### src/rtl/memory_access_stage.sv
// Memory-access pipeline stage: one data-memory load/store per instruction over req/ack,
// registered hand-off to RW. Optional misaligned-access trap under MA_ALIGN_CHECK_EN.
module memory_access_stage #(
  parameter int unsigned ADDR_W = 32
) (
  input  logic              clk,
  input  logic              reset,
  input  logic              in_valid,
  output logic              in_ready,
  input  logic [31:0]       input_MA_PC,
  input  logic [31:0]       input_MA_ALU_Result,
  input  logic [31:0]       input_MA_op2,
  input  logic [31:0]       input_MA_IR,
  input  logic [21:0]       input_MA_controlBus,
  output logic              dmem_req,
  output logic              dmem_we,
  output logic [ADDR_W-1:0] dmem_addr,
  output logic [31:0]       dmem_wdata,
  input  logic              dmem_ack,
  input  logic [31:0]       dmem_rdata,
  output logic              out_valid,
  input  logic              out_ready,
  output logic [31:0]       output_MA_PC,
  output logic [31:0]       output_MA_ALU_Result,
  output logic [31:0]       output_MA_LD_Result,
  output logic [31:0]       output_MA_IR,
  output logic [21:0]       output_MA_controlBus,
  output logic              MA_stall,
  output logic [15:0]       MA_stall_count,
  output logic              MA_misaligned
);

  localparam int unsigned ST_BIT = 8;
  localparam int unsigned LD_BIT = 7;

  typedef enum logic {IDLE, ACCESS} state_t;

  state_t      state;
  logic [31:0] pc_q;
  logic [31:0] alu_q;
  logic [31:0] ir_q;
  logic [21:0] ctrl_q;

  logic is_st;
  logic is_ld;
  logic is_mem;
  logic misalign;
  logic accept;

  assign is_st  = input_MA_controlBus[ST_BIT];
  assign is_ld  = input_MA_controlBus[LD_BIT];
  assign is_mem = is_st | is_ld;

`ifdef MA_ALIGN_CHECK_EN
  assign misalign = is_mem && (input_MA_ALU_Result[1:0] != 2'b00);
`else
  assign misalign = 1'b0;
`endif

  assign in_ready = (state == IDLE) && (!out_valid || out_ready);
  assign accept   = in_valid && in_ready;
  assign MA_stall = (state == ACCESS);

  always_ff @(posedge clk) begin
    if (reset) begin
      state                <= IDLE;
      pc_q                 <= '0;
      alu_q                <= '0;
      ir_q                 <= '0;
      ctrl_q               <= '0;
      dmem_req             <= 1'b0;
      dmem_we              <= 1'b0;
      dmem_addr            <= '0;
      dmem_wdata           <= '0;
      out_valid            <= 1'b0;
      output_MA_PC         <= '0;
      output_MA_ALU_Result <= '0;
      output_MA_LD_Result  <= '0;
      output_MA_IR         <= '0;
      output_MA_controlBus <= '0;
      MA_stall_count       <= '0;
      MA_misaligned        <= 1'b0;
    end else begin
      MA_misaligned <= 1'b0;
      if (state == IDLE) begin
        if (accept) begin
          if (is_mem && !misalign) begin
            // Hold the instruction aside so the RW-side register keeps its forwarding value
            pc_q       <= input_MA_PC;
            alu_q      <= input_MA_ALU_Result;
            ir_q       <= input_MA_IR;
            ctrl_q     <= input_MA_controlBus;
            dmem_req   <= 1'b1;
            dmem_we    <= is_st;
            dmem_addr  <= input_MA_ALU_Result[ADDR_W-1:0];
            dmem_wdata <= input_MA_op2;
            out_valid  <= 1'b0;
            state      <= ACCESS;
          end else begin
            output_MA_PC         <= input_MA_PC;
            output_MA_ALU_Result <= input_MA_ALU_Result;
            output_MA_LD_Result  <= '0;
            output_MA_IR         <= input_MA_IR;
            output_MA_controlBus <= input_MA_controlBus;
            out_valid            <= 1'b1;
            MA_misaligned        <= misalign;
          end
        end else begin
          out_valid <= out_valid && !out_ready;
        end
      end else begin
        if (MA_stall_count != 16'hFFFF) begin
          MA_stall_count <= MA_stall_count + 16'd1;
        end
        if (dmem_ack) begin
          // A store with the load bit also set is a store: no load data returned
          dmem_req             <= 1'b0;
          output_MA_PC         <= pc_q;
          output_MA_ALU_Result <= alu_q;
          output_MA_LD_Result  <= (ctrl_q[LD_BIT] && !ctrl_q[ST_BIT]) ? dmem_rdata : 32'd0;
          output_MA_IR         <= ir_q;
          output_MA_controlBus <= ctrl_q;
          out_valid            <= 1'b1;
          state                <= IDLE;
        end
      end
    end
  end

endmodule

### config.mk
export PLATFORM = sky130hd
export DESIGN_NAME = memory_access_stage
export DESIGN_NICKNAME = d
export VERILOG_FILES = /design/src/rtl/memory_access_stage.sv
export SDC_FILE = /design/constraint.sdc
export NUM_CORES = 1
export LEC_CHECK = 0
export BUFFER_PORTS_ARGS = -buffer_cell sky130_fd_sc_hd__buf_2
export CORE_AREA = 2 2 164 166
export CTS_BUF_LIST = sky130_fd_sc_hd__clkbuf_16
export DETAILED_ROUTE_END_ITERATION = 12
export DIE_AREA = 0 0 166 168
export GPL_TIMING_DRIVEN = 0
export PLACE_DENSITY_LB_ADDON = 0.15
export SETUP_SLACK_MARGIN = 0.3
export SLEW_MARGIN = 25
export SYNTH_ARGS = -nofsm -noshare
export SYNTH_HDL_FRONTEND = slang
export SYNTH_SLANG_ARGS = --single-unit
### constraint.sdc
create_clock -name clk -period 2.7 [get_ports clk]
set_input_delay 0.135 -clock clk [delete_from_list [all_inputs] [get_ports clk]]
set_output_delay 0.135 -clock clk [all_outputs]
set_load 0.1 [all_outputs]
==> impl_metrics.ini, run 1 <==
[run_status]
outcome = finished, final reports clean

[detailed_routing]
via_count = 12800
avgRoutedWirePerCell_microns = 16.9
ant_nets = 0
drtIter0Drc = 765
drc_errors = 0
viasPerCell = 5.21
dr.pass1.iters = 5
totalWireLength_microns = 41400

[min_path]
min_path_cells = 4
hold_path_end = out_valid$_SDFFE_PP0P_
hp-class = input pin to flip-flop
hp-start = out_ready

[worst_setup_path]
crit_required_ps = 2570
start_kind = flip-flop
crit_path_cell_trace = buf_2 -> buf_2 -> clkdlybuf4s18_2 -> nor2_2 -> buf_4
cp_max_fo = 10
r2r-end = output_MA_ALU_Result[21]$_SDFFE_PP0P_
rr_startpoint = MA_stall$_SDFF_PP0_
cp_slowest_cell = clkdlybuf4s18_2
reg2reg_setup_slack_ps = 450
endpoint_kind = output pin
ff2ff_path_depth = 9
crit_type = flip-flop to output pin
cp_top_family = buffers and inverters
path_common_cell = buf_2
cp.arrival_ps = 2190
crit_buf_inv = 4
slowest_delay_ps = 420

[clocking]
htreeDepth = 2
cts.clk_slew.worst_paths_ps = 60
cts.sinks = 319
clockRootBuffer = clkbuf_16
cts_buffer_depth = 3
cts_tree = yes
cts_buffers = 35
worstSkewPairLatency_ps = 510
cts_setup_buffers = 0

[placement]
port_buffers = 420
dpl.hpwl_microns = 27600
pre_cts_ws_ps = 236
gp_congestion = 0.856

[final_layout]
multi_input_area_sq_um = 5450
layout-drive-gt1-share_pct = 25.9
nNetsFinal = 2272
register_area_sq_um = 6400
nFillCells = 2113
area_growth_pct = 44.2

[sta]
finalSetupTns_ps = 0
grt_setup_unrepaired = false
fin_crit_sh_pct = 86.2
hold_violations = 0
drv_slew = 0
fin_skew_ps = 17.8
worst_pin_slew_ps = 850
timing.slew.headroom_pct = 43.2
layout_setup_ws_ps = 372
fmax_mhz = 430
finalCriticalPeriod_ps = 2330
setup_viol = 0

[global_route]
grt_pass1_wl_microns = 64600
antenna_found_initial = 1
grt_max_degree = 14
track_usage_pct = 28.4
grt_pass1_vias = 12400
grt-ovfl-total = 0

[synthesis]
synthTopCellsByCount = nand2_1 (335), dfxtp_1 (319), a21oi_1 (193)
synthTopCellsByArea = dfxtp_1 (52%), nand2_1 (10%), mux2i_1 (9.7%)
synth_cell_types = 39
avgSynthCellArea_sq_um = 8.58
yosys_warnings = 0
ys_seq_area_share_pct = 51.6
async_flop_share_pct = 0
synth_edf_count = 0
yosysTopAreaCell = dfxtp_1
synth_most_common_cell = nand2_1
syn_area_sq_um = 12400
syn_inst = 1443
syn-num-nets = 1631
synth_ff_type = dfxtp_1
yosys.area.top_type_share_pct = 51.6
ys_ff_latch = 319

[power]
pwr_density_cell_nw_per_um2 = 724
p_leak_nw = 7.65
ir_drop_mv = 0.549

[die]
row_count = 60
fp.dieW_microns = 166
core-area_sq_um = 26400
io_pins = 423
dieHeight_microns = 168
die_area_sq_um = 27900
initial_core_util_pct = 47.0

[run]
maxCapViolCount = 0
worst register-to-register path: stages, from the launching register on:
cell and delay, ps:
dfxtp_2 310, buf_2 160, nor2b_1 140, buf_1 260
a32o_1 200, buf_2 210, clkbuf_4 300, buf_4 230
nor2_1 80, a211oi_1 250
report_power, final:
group | switching [mW] | internal, mW
clock network | 1.87 | 2.55
registers | 0.161 | 5.01
logic | 2.54 | 0.806
how the worst max path moves through the flow:
| stage | startpoint | slack (ps) | to | depth (start not counted) |
|---|---|---|---|---|
| after global routing | MA_stall$_SDFF_PP0_ | 300 | ctrl_q[10]$_SDFFE_PP0P_ | 8 |
| after global placement | MA_stall$_SDFF_PP0_ | 280 | pc_q[25]$_SDFFE_PP0P_ | 8 |
| final | MA_stall$_SDFF_PP0_ | 370 | in_ready | 5 |
| after CTS | MA_stall$_SDFF_PP0_ | 220 | in_ready | 5 |
| after detailed placement | MA_stall$_SDFF_PP0_ | 240 | alu_q[4]$_SDFFE_PP0P_ | 8 |
| after floorplan | MA_stall_count[13]$_SDFFE_PP0P_ | 310 | MA_stall_count[0]$_SDFFE_PP0P_ | 4 |
flip-flops by register name, indices dropped and copies added, names as in the netlist:
| register | cells |
|---|---|
| alu_q | 32 |
| dmem_wdata | 32 |
| ir_q | 32 |
| output_MA_ALU_Result | 32 |
| output_MA_IR | 32 |
| output_MA_LD_Result | 32 |
| output_MA_PC | 32 |
| pc_q | 32 |
| ctrl_q | 22 |
| output_MA_controlBus | 22 |
| MA_stall_count | 16 |
| MA_stall | 1 |
| dmem_req | 1 |
| out_valid | 1 |
routing by layer:
metal | global-route usage, % | part of all wire (%)
met3 | 6.42 | 6.6
met1 | 34.0 | 40
met4 | 11.8 | 4.1
met2 | 49.4 | 49
met5 | 0 | 0
stage by stage:
stage          power, mW  cell area (sq um)  utilization [%]  cells  hold slack (ps)
6_report            12.9              17900             67.7   2450             23.9
3_5_place_dp        8.37              14900             56.7   2204              383
3_3_place_gp        8.33              14900             56.7   2204              375
2_1_floorplan       7.68              12400                -   1443              271
4_1_cts             13.0              17800             67.7   2449             17.1
5_1_grt             13.4              17900             67.7   2450             59.9
area by class of cell:
type,count,share of cell area (%)
antenna,1,0.0140
multi-input combinational,1000,30.6
tap,341,2.39
inverter,3,0.0631
timing repair buffer,604,22.1
clock inverter,24,0.673
sequential,319,35.9
clock buffer,37,5.19
buffer,121,3.16
cells by family after synthesis:
kind of cell / count (synthesis) / share of synthesized area [%]
and+or+nand+nor: 551 / 18.2
AOI/OAI and AO/OA: 324 / 15.7
DFF: 319 / 51.6
buffers and inverters: 124 / 4.42
muxes: 123 / 9.97
adders and majority gates: 1 / 0.101
other: 1 / 0.0303
layout by cell type (no fill, tap or decap), types with 4 or more instances in the layout:
cell | netlist | final
buf_2 | 41 | 457
nand2_1 | 335 | 335
dfxtp_1 | 319 | 307
a21oi_1 | 193 | 193
dlygate4sd3_1 | 0 | 184
nor2_1 | 132 | 131
mux2i_1 | 120 | 120
a211oi_1 | 119 | 119
clkbuf_1 | 69 | 57
nand3_1 | 41 | 41
clkbuf_16 | 0 | 37
inv_1 | 3 | 15
dfxtp_2 | 0 | 12
clkbuf_2 | 0 | 12
buf_4 | 8 | 9
clkinv_1 | 0 | 8
nand4_1 | 6 | 6
nor2b_1 | 5 | 5
nor4_1 | 5 | 5
nor3_1 | 5 | 5
nand2b_1 | 4 | 4
o21ai_0 | 4 | 4
what timing repair did:
action	CTS	global route
gates resized for setup	3	28
hold buffers	184	0
endpoints found under the hold margin	276	0
setup endpoints to repair	92	99
Note: power is estimated with default switching activity, not from simulation.
==> run 2, diff against run 1 <==
--- a/config.mk
+++ b/config.mk
@@ -5,11 +5,11 @@
 export SDC_FILE = /design/constraint.sdc
 export NUM_CORES = 1
 export LEC_CHECK = 0
-export BUFFER_PORTS_ARGS = -buffer_cell sky130_fd_sc_hd__buf_2
-export CORE_AREA = 2 2 164 166
+export CORE_AREA = 2 2 165 167
 export CTS_BUF_LIST = sky130_fd_sc_hd__clkbuf_16
 export DETAILED_ROUTE_END_ITERATION = 12
-export DIE_AREA = 0 0 166 168
+export DIE_AREA = 0 0 167 169
+export DONT_BUFFER_PORTS = 1
 export GPL_TIMING_DRIVEN = 0
 export PLACE_DENSITY_LB_ADDON = 0.15
 export SETUP_SLACK_MARGIN = 0.3
==> run 2 against run 1 <==
Net effect: clock power grew 17%; combinational power shrank 59%; die area grew 1.2%; global-route usage shrank 2.1 points; clock-buffer cell count is the same; register-to-register slack lost 99 ps; non-clock buffer count shrank 418; setup slack lost 21 ps; largest cell class unchanged; routed wire length shrank 6.3%; highest routed layer unchanged; hold slack gained 54 ps; clock skew shrank 4.9 ps.
==> impl_metrics.ini, run 2 (same netlist as run 1, synthesis figures left out) <==
[worst_setup_path]
start_kind = flip-flop
crit_required_ps = 3090
crit_type = flip-flop to flip-flop
reg2reg_setup_slack_ps = 350
rr_startpoint = MA_stall$_SDFF_PP0_
cp.arrival_ps = 2740
crit_path_start = MA_stall$_SDFF_PP0_
cp_max_fo = 10
endpoint_kind = flip-flop

[sta]
fmax_mhz = 426
fin_skew_ps = 12.9
drv_slew = 0
finalCriticalPeriod_ps = 2350
fin_hold_ws_ps = 78.3
setup_viol = 0
timing.slew.headroom_pct = 29.0
hold_violations = 0
grt_setup_unrepaired = true
worst_pin_slew_ps = 1060
fin_crit_sh_pct = 87.0

[detailed_routing]
dr.pass1.iters = 4
viasPerCell = 5.48
via_count = 11100
totalWireLength_microns = 38800
ant_nets = 0
avgRoutedWirePerCell_microns = 19.1
drtIter0Drc = 682
drc_errors = 0

[placement]
place_inst = 1784
port_buffers = 0
gp_congestion = 0.845
post_dp_cell_area_sq_um = 12800
dpl.hpwl_microns = 26600

[die]
io_pins = 423
fp.dieW_microns = 167
row_count = 60
core-area_sq_um = 26500
die_area_sq_um = 28200
dieHeight_microns = 169
initial_core_util_pct = 46.7

[final_layout]
nNetsFinal = 1854
final_cell_mix = nand2_1 (335), dfxtp_1 (300), a21oi_1 (193)
final_area_sq_um = 16000
antenna_cells = 0
final_cells = 2033
area_growth_pct = 29.5
layout_commonest_cell = nand2_1
layout-drive-gt1-share_pct = 9.22

[clocking]
clockRootBuffer = clkbuf_16
cts_buffers = 35
worstSkewPairLatency_ps = 500
cts.sinks = 319
htreeDepth = 2
cts.clk_slew.worst_paths_ps = 60
cts_tree = yes
cts_buffer_depth = 3

[global_route]
antenna_found_initial = 0
grt-ovfl-total = 0
grt_max_degree = 15
grt_pass1_vias = 11100
grt_pass1_wl_microns = 60000
track_usage_pct = 26.3

[power]
p_leak_nw = 5.80
ir_drop_mv = 0.801
pwr_density_cell_nw_per_um2 = 834

[min_path]
hp-class = input pin to flip-flop
hp-start = out_ready

[run_status]
outcome = finished, final reports clean

[run]
maxCapViolCount = 0
run 2: path summary, 6_finish.rpt:
check | cells past startpoint | to
max | 8 | output_MA_ALU_Result[29]$_SDFFE_PP0P_
min | 3 | out_valid$_SDFFE_PP0P_
max reg2reg | 8 | output_MA_ALU_Result[29]$_SDFFE_PP0P_
min reg2reg | 2 | ctrl_q[2]$_SDFFE_PP0P_
run 2: repair_timing:
| item | CTS | global route |
|---|---|---|
| gates resized for setup | 34 | 23 |
| hold buffers | 185 | 0 |
| pin swaps | 1 | 1 |
| setup buffers | 0 | 1 |
| endpoints found under the hold margin | 303 | 0 |
| setup endpoints to repair | 312 | 249 |
run 2: routing by layer:
| layer | GRT usage (%) | part of all wire [%] | vias up |
|---|---|---|---|
| li1 | - | - | 5407 |
| met2 | 44.9 | 48 | 429 |
| met1 | 30.8 | 39 | 5220 |
| met3 | 7.95 | 8.5 | 92 |
| met5 | 0 | 0 | - |
| met4 | 10.8 | 4.2 | 0 |
run 2: worst max-delay path: stages (launching register included):
cell and delay, ps:
dfxtp_4 540, clkbuf_4 270, nor2b_1 60, clkbuf_2 160, a32o_1 270, buf_2 190, buf_4 230, buf_2 220
a211oi_1 280
run 2: cell type report:
cell class              count  area (sq um)
inverters                   3          11.3
multi-input cells        1000          5480
fillers                  2299         10500
well taps                 341           427
plain buffers             121           597
clock buffers              37           926
clock inverters            26           323
repair buffers            186          1860
flip-flops and latches    319          6420
run 2: metrics by stage:
step	worst slack, ps	utilization (%)	total power, mW	TNS [ps]
2_1_floorplan	306	-	7.68	0
4_1_cts	299	60.4	13.5	0
3_3_place_gp	-524	48.4	8.00	-43760
3_5_place_dp	-545	48.4	8.03	-45460
6_report	351	60.5	13.4	0
5_1_grt	296	60.5	13.8	0
run 2: where the power goes:
| part | total (mW) | internal [mW] | switching (mW) | leakage (nW) |
|---|---|---|---|---|
| logic | 1.38 | 0.589 | 0.793 | 2.56 |
| clock network | 5.17 | 3.24 | 1.92 | 0.616 |
| registers | 6.82 | 5.01 | 1.82 | 2.62 |
| total | 13.4 | 8.84 | 4.54 | 5.80 |
